[config.mk]
export PLATFORM = sky130hd
export DESIGN_NAME = regfile_2r1w
export DESIGN_NICKNAME = d
export VERILOG_FILES = /design/src/rtl/regfile_2r1w.sv
export SDC_FILE = /design/constraint.sdc
export NUM_CORES = 1
export LEC_CHECK = 0
export BUFFER_PORTS_ARGS = -buffer_cell sky130_fd_sc_hd__buf_4
export CELL_PAD_IN_SITES_DETAIL_PLACEMENT = 1
export CELL_PAD_IN_SITES_GLOBAL_PLACEMENT = 2
export CORE_UTILIZATION = 30
export CTS_CLUSTER_SIZE = 30
export DETAILED_ROUTE_END_ITERATION = 10
export GPL_ROUTABILITY_DRIVEN = 0
export PLACE_DENSITY = 0.64
export SKIP_CTS_REPAIR_TIMING = 1
export SYNTH_ARGS = -nofsm -noshare
export SYNTH_HDL_FRONTEND = slang
export SYNTH_SLANG_ARGS = --single-unit
[constraint.sdc]
create_clock -name clk -period 3.35 [get_ports clk]
set_input_delay 0.335 -clock clk [delete_from_list [all_inputs] [get_ports clk]]
set_output_delay 0.335 -clock clk [all_outputs]
set_load 0.1 [all_outputs]
[src/rtl/regfile_2r1w.sv]
// regfile_2r1w: 2-read/1-write register file with clear sequencer.
// Define REGFILE_FWD_EN for write-first forwarding; default is read-first.
module regfile_2r1w #(
   parameter int DATA_W   = 16,
   parameter int ADDR_W   = 5,
   parameter int DEPTH    = 32,
   parameter int ZERO_REG = 1
) (
   input  logic              clk,
   input  logic              rst_n,
   input  logic              clr_req,
   output logic              ready,
   input  logic              rd_en_a,
   input  logic [ADDR_W-1:0] rd_addr_a,
   output logic [DATA_W-1:0] rd_data_a,
   input  logic              rd_en_b,
   input  logic [ADDR_W-1:0] rd_addr_b,
   output logic [DATA_W-1:0] rd_data_b,
   input  logic              wr_en,
   input  logic [ADDR_W-1:0] wr_addr,
   input  logic [DATA_W-1:0] wr_data
);

   localparam int CNT_W = (DEPTH > 1) ? $clog2(DEPTH) : 1;
   localparam logic [ADDR_W:0]  DEPTH_L = (ADDR_W+1)'(DEPTH);
   localparam logic [CNT_W-1:0] LAST    = CNT_W'(DEPTH-1);

   typedef enum logic {
      S_CLEAR = 1'b0,
      S_READY = 1'b1
   } state_t;

   state_t            r_state;
   state_t            w_next;
   logic [CNT_W-1:0]  r_cnt;
   logic [DATA_W-1:0] r_mem [DEPTH];
   logic [DATA_W-1:0] r_rd_a;
   logic [DATA_W-1:0] r_rd_b;

   logic              w_ready;
   logic              w_clearing;
   logic              w_wr_ok;
   logic              w_a_ok;
   logic              w_b_ok;
   logic              w_fwd_a;
   logic              w_fwd_b;
   logic [CNT_W-1:0]  w_wr_idx;
   logic [CNT_W-1:0]  w_a_idx;
   logic [CNT_W-1:0]  w_b_idx;
   logic [DATA_W-1:0] w_a_val;
   logic [DATA_W-1:0] w_b_val;

   function automatic logic addr_ok(input logic [ADDR_W-1:0] a);
      return ({1'b0, a} < DEPTH_L) && !((ZERO_REG != 0) && (a == '0));
   endfunction

   // State register; reset always restarts the clear from entry 0
   always_ff @(posedge clk or negedge rst_n) begin
      if (!rst_n) r_state <= S_CLEAR;
      else        r_state <= w_next;
   end

   // Next state: leave CLEAR after the last entry, re-enter on clr_req
   always_comb begin
      w_next = r_state;
      unique case (r_state)
         S_CLEAR: if (r_cnt == LAST) w_next = S_READY;
         S_READY: if (clr_req)       w_next = S_CLEAR;
      endcase
   end

   // State decode outputs
   always_comb begin
      w_ready    = (r_state == S_READY);
      w_clearing = (r_state == S_CLEAR);
   end

   // Clear counter walks every entry once per clear
   always_ff @(posedge clk or negedge rst_n) begin
      if (!rst_n)          r_cnt <= '0;
      else if (w_clearing) r_cnt <= (r_cnt == LAST) ? '0 : r_cnt + 1'b1;
      else if (clr_req)    r_cnt <= '0;
   end

   // Address qualification, index truncation and optional forwarding
   always_comb begin
      w_wr_ok  = w_ready && wr_en && addr_ok(wr_addr);
      w_a_ok   = addr_ok(rd_addr_a);
      w_b_ok   = addr_ok(rd_addr_b);
      w_wr_idx = wr_addr[CNT_W-1:0];
      w_a_idx  = rd_addr_a[CNT_W-1:0];
      w_b_idx  = rd_addr_b[CNT_W-1:0];
`ifdef REGFILE_FWD_EN
      w_fwd_a  = w_wr_ok && (rd_addr_a == wr_addr);
      w_fwd_b  = w_wr_ok && (rd_addr_b == wr_addr);
`else
      w_fwd_a  = 1'b0;
      w_fwd_b  = 1'b0;
`endif
      w_a_val  = !w_a_ok ? '0 : (w_fwd_a ? wr_data : r_mem[w_a_idx]);
      w_b_val  = !w_b_ok ? '0 : (w_fwd_b ? wr_data : r_mem[w_b_idx]);
   end

   // Storage: sequencer zeroes entries, otherwise the write port
   always_ff @(posedge clk) begin
      if (w_clearing)   r_mem[r_cnt]    <= '0;
      else if (w_wr_ok) r_mem[w_wr_idx] <= wr_data;
   end

   // Port A read register, forced to zero while clearing
   always_ff @(posedge clk or negedge rst_n) begin
      if (!rst_n)          r_rd_a <= '0;
      else if (w_clearing) r_rd_a <= '0;
      else if (rd_en_a)    r_rd_a <= w_a_val;
   end

   // Port B read register, forced to zero while clearing
   always_ff @(posedge clk or negedge rst_n) begin
      if (!rst_n)          r_rd_b <= '0;
      else if (w_clearing) r_rd_b <= '0;
      else if (rd_en_b)    r_rd_b <= w_b_val;
   end

   assign ready     = w_ready;
   assign rd_data_a = r_rd_a;
   assign rd_data_b = r_rd_b;

endmodule

======== Word level (Yosys, flattened, before mapping) ========
Memories as Yosys holds them, arrays and structs flattened.
Cells that the tools add are included.
word-level totals
  output and inout bits ................... 33
  bits in registers ....................... 38
  logic and storage cells ................. 37
  bits in writable memories ............... 512
  memories ................................ 1
memory list
  memory  depth  width  rd ports  clocked after memory_dff  write ports  line  text
  r_mem   32     16     2         0                         1            36    logic [DATA_W-1:0] r_mem [DEPTH];
cells by class
  reductions and logical operators ........ 7
  equality and inequality tests ........... 4
  mux-type cells .......................... 19
  bitwise operators ....................... 1
  $add $sub $neg .......................... 1
operator list
  cell                                                           number
  16-bit two-way mux                                             7
  5-bit two-way mux                                              4
  16-bit OR reduction                                            1
  5-bit zero test                                                3
  1-bit two-way mux                                              7
  2-bit != test, second input constant                           3
  5-bit by 1-bit adder with 5-bit output, second input constant  1
  5-bit == test, second input constant                           1
  1-bit logical AND                                              2
  1-bit one-hot mux with 2 select lines                          1
  1-bit zero test                                                1
  1-bit NOT                                                      1

======== Depth between registers and ports, before layout ========
  depth after elaboration ................. 8
  mapped depth ............................ 9
  mapped depth without buffers ............ 6

======== Worst setup path before layout ========
OpenSTA, ideal clock, no wires.
  path kind ............................... register to register
  start point ............................. register r_state, in the netlist ready
  end point ............................... memory r_mem[28][0], enable pin
  clock period less this slack ............ 3327 ps
  data required time ...................... 2941 ps
  setup time .............................. 409 ps
  path buffers ............................ 0
  data arrival time ....................... 2918 ps
  slack ................................... 23 ps
  cell stages (with the launch flop) ...... 5
  cell sequence ........................... dfrtp_1 > nand2_1 > a21o_1 > o21a_1 > nor3_1
between the ends
  longest elaborated chain between the ends .. 7
  elaborated cells between the ends (all ways) .. 9
  classes of those cells .................. 6 x mux; 3 x reduce/logical
RTL lines
  what                                                                     line  text
  start: declaration                                                       33    state_t r_state;
  start signal: assignment                                                 60    else r_state <= w_next;
  1-bit logical AND (2 in series)                                          87    w_wr_ok = w_ready && wr_en && addr_ok(wr_addr);
  1-bit two-way mux                                                        107   else if (w_wr_ok) r_mem[w_wr_idx] <= wr_data;
  1-bit two-way mux                                                        106   if (w_clearing) r_mem[r_cnt] <= '0;
  1-bit two-way mux (implied by the code)                                  107
  16-bit OR reduction (no line)                                            --
  5-bit two-way mux (no line) / 1-bit two-way mux (equally long branches)  --
  end: declaration                                                         36
Several ways; a longest one is shown, not always the timed one.

======== Worst setup path after layout ========
  start point ............................. register r_state, in the netlist ready
  end point ............................... register r_rd_b[8], in the netlist rd_data_b[8]
between the ends
  longest elaborated chain between the ends .. 1
  elaborated cells between the ends (all ways) .. 2
  classes of those cells .................. 1 x eq/ne; 1 x mux
RTL lines
  what                                                                  line  text
  2-bit != test (no line) / 16-bit two-way mux (equally long branches)  --
  end signal: assignment                                                121   else if (rd_en_b) r_rd_b <= w_b_val;
  end: declaration                                                      38    logic [DATA_W-1:0] r_rd_b;
Several ways; a longest one is shown, not always the timed one.
A chain may end at the register's enable or synchronous reset.

==> qor.txt <==
Final hold violation count: 0
Pin count of the biggest net entering global routing: 60
Sequential share of the synthesized area: 0.623
Top cells by area, synth: edfxtp_1, mux4_2, mux2i_1
Pwr Total: 0.0187 W
HP Class: input port to flop
Ys Warns: 0
Core area: 0.0866 mm2
Critical path cell sequence: buf_4, nor2b_4, buf_4, a21o_1, a2111oi_0, a211oi_1
Async S/R FF share, synth: 0.0691
DRC Markers: 0
Worst path most repeated cell: buf_4
Critical path endpoint category: flop
Max Clock Freq: 415 MHz
Slowest CP cell: a2111oi_0
Synth Flop Type: edfxtp_1
Floorplan row count: 108
Setup_tns: 0 ps
Cell with the most instances after synthesis: edfxtp_1
Clock skew: 31.6 ps
Max-slew headroom: 0.186
Post-Route WL: 96500 um
Synth top cells by count: edfxtp_1, mux2i_1, mux4_2, clkbuf_1, a21oi_1
Leading area contributor after synthesis: edfxtp_1
RSZ-0062 raised after global routing: no
Place WS: 455 ps
Status: complete, no violations
Fraction of layout cells with a size suffix above 1: 0.289
Vias/cell: 5.76
Synthesized area: 0.0262 mm2
Area growth syn-to-layout: 17.7%
Die ar.: 0.0885 mm2
Syn_nets: 1632
TritonCTS clock tree: yes
Drt pass-1 iters: 5
EDFF count, synth: 512
Die H: 297 um
CTS buffer count: 60
DP HPWL: 60800 um
All-layer global routing usage: 0.215
Total number of vias: 16900
Measured slew at the worst slew-check pin: 1220 ps
Final setup margin: 943 ps
Synth Instances: 1593
Flops & latches, synth: 550
Die width: 297 um
CP required: 3840 ps
# setup viols final: 0
Syn_area_per_cell: 16.4 um2
First-pass GRT wire length: 136000 um
Worst-skew pair later-pin latency: 650 ps
Crit path arrival time: 2900 ps
Starting Density: 0.302
Wire per inst: 32.9 um
Num ports: 70
Final min period: 2410 ps
CTS max path bufs: 3
Worst vdd ir: 0.415 mV
Initial antenna violation count: 3
Vias in the first global route: 17700
GRT Residual Overflow: 0
Crit path max-delay family: compound AO/OA/AOI/OAI gates
Top-area cell type share of the netlist area: 0.587
Startpoint types: flop
FILL cells: 8718
Power Dens Cells: 607 mW/mm2
Port bufs: 69
Clock sink count: 550
Root Driver: clkbuf_16
Final Max Tran Viols: 0
Max Cap Violations: 0
Antenna Nets Post-Route: 0
Max incr delay on CP: 870 ps
Fin crit share: 0.718
CP max FO: 19
Nets: 1770
Critical path class: flop to flop
Bufs and invs on worst path: 2
Starting DRC count in detailed routing: 1933
Leakage power total: 10.6 nW
Worst-path clk slew: 60 ps
Number of library cell types mapped by synthesis: 54
Depth of the CTS H-tree: 2
## metrics by stage
| stage | area [um2] | hold slack [ps] | cells | util |
|---|---|---|---|---|
| detailed placement | 28900 | 480 | 2822 | 0.333 |
| global placement | 28900 | 465 | 2822 | 0.333 |
| CTS | 30800 | -220 | 2933 | 0.356 |
| global route | 30800 | 171 | 2935 | 0.356 |
| floorplan | 26200 | 39.4 | 1593 | - |
| finish | 30800 | 179 | 2936 | 0.356 |
## per-layer routing
| metal | share of wire | track usage | vias up |
|---|---|---|---|
| li1 | - | - | 6896 |
| met1 | 0.44 | 0.300 | 9180 |
| met2 | 0.48 | 0.353 | 707 |
| met3 | 0.066 | 0.0305 | 135 |
| met4 | 0.023 | 0.0541 | 0 |
| met5 | 0 | 0 | - |
## state kept, by name, summed over array words and instances (netlist names)
| register | cells |
|---|---|
| rd_data_b | 16 |
| ready | 1 |
| rd_data_a | 16 |
| r_mem | 512 |
| r_cnt | 5 |
## worst register-to-register path: cells and delay by family (launching register included)
kind            cells  cell delay (ps)
flops               1              400
buf+inv             2              460
compound gates      3             1160
simple gates        1              250
## worst paths after layout
check	cells after the start	slack, ps	to	start
setup / recovery	6	940	rd_data_b[8]$_DFFE_PN0P_	ready$_DFF_PN0_
hold / removal	3	180	rd_data_a[2]$_DFFE_PN0P_	rd_addr_a[4]
setup reg to reg	6	940	rd_data_b[8]$_DFFE_PN0P_	ready$_DFF_PN0_
hold reg to reg	2	610	r_cnt[0]$_DFFE_PN0P_	r_cnt[0]$_DFFE_PN0P_
max in group asynchronous	2	2430	rd_data_a[7]$_DFFE_PN0P_	rst_n
min in group asynchronous	2	330	r_cnt[4]$_DFFE_PN0P_	rst_n
## area by class of cell
cell class              instances  area (um2)  share of cell area
well taps                    1155        1450              0.0469
inverters                       9        33.8             0.00110
clock buffers                  80        1660              0.0538
multi-input cells             908        9410               0.305
clock inverters                31         259             0.00840
flip-flops and latches        550       16300               0.530
diodes                          1        2.50           0.0000812
repair buffers                202        1690              0.0547
## kinds of logic after synthesis
| family | after synthesis | share of synthesized area |
|---|---|---|
| mux | 391 | 0.231 |
| xor+xnor | 2 | 0.000669 |
| fa+ha+maj | 2 | 0.000955 |
| buf+inv | 135 | 0.0246 |
| flops | 550 | 0.623 |
| compound gates | 298 | 0.0749 |
| simple gates | 215 | 0.0443 |
## power breakdown
part           internal (W)  switching, W
clock               0.00370       0.00282
combinational       0.00111       0.00238
sequential          0.00830      0.000394
total                0.0131       0.00559
## cells in the final DEF, fill, tap and decap left out, drive strengths merged, types with 15 or more instances in the layout
cell type | Yosys | final
edfxtp | 512 | 512
mux2i | 206 | 206
buf | 51 | 200
mux4 | 170 | 170
clkbuf | 75 | 80
a21oi | 69 | 69
a22oi | 53 | 53
and2 | 45 | 45
nand2 | 44 | 44
dfrtp | 38 | 38
o21ai | 36 | 36
o22ai | 32 | 32
nand4 | 32 | 32
a211oi | 31 | 31
clkinv | 0 | 28
a2111oi | 26 | 26
nor2b | 26 | 26
nor3 | 25 | 25
nor2 | 25 | 25
a31oi | 21 | 21
mux2 | 15 | 15
Power figures use the tool's default switching activity.
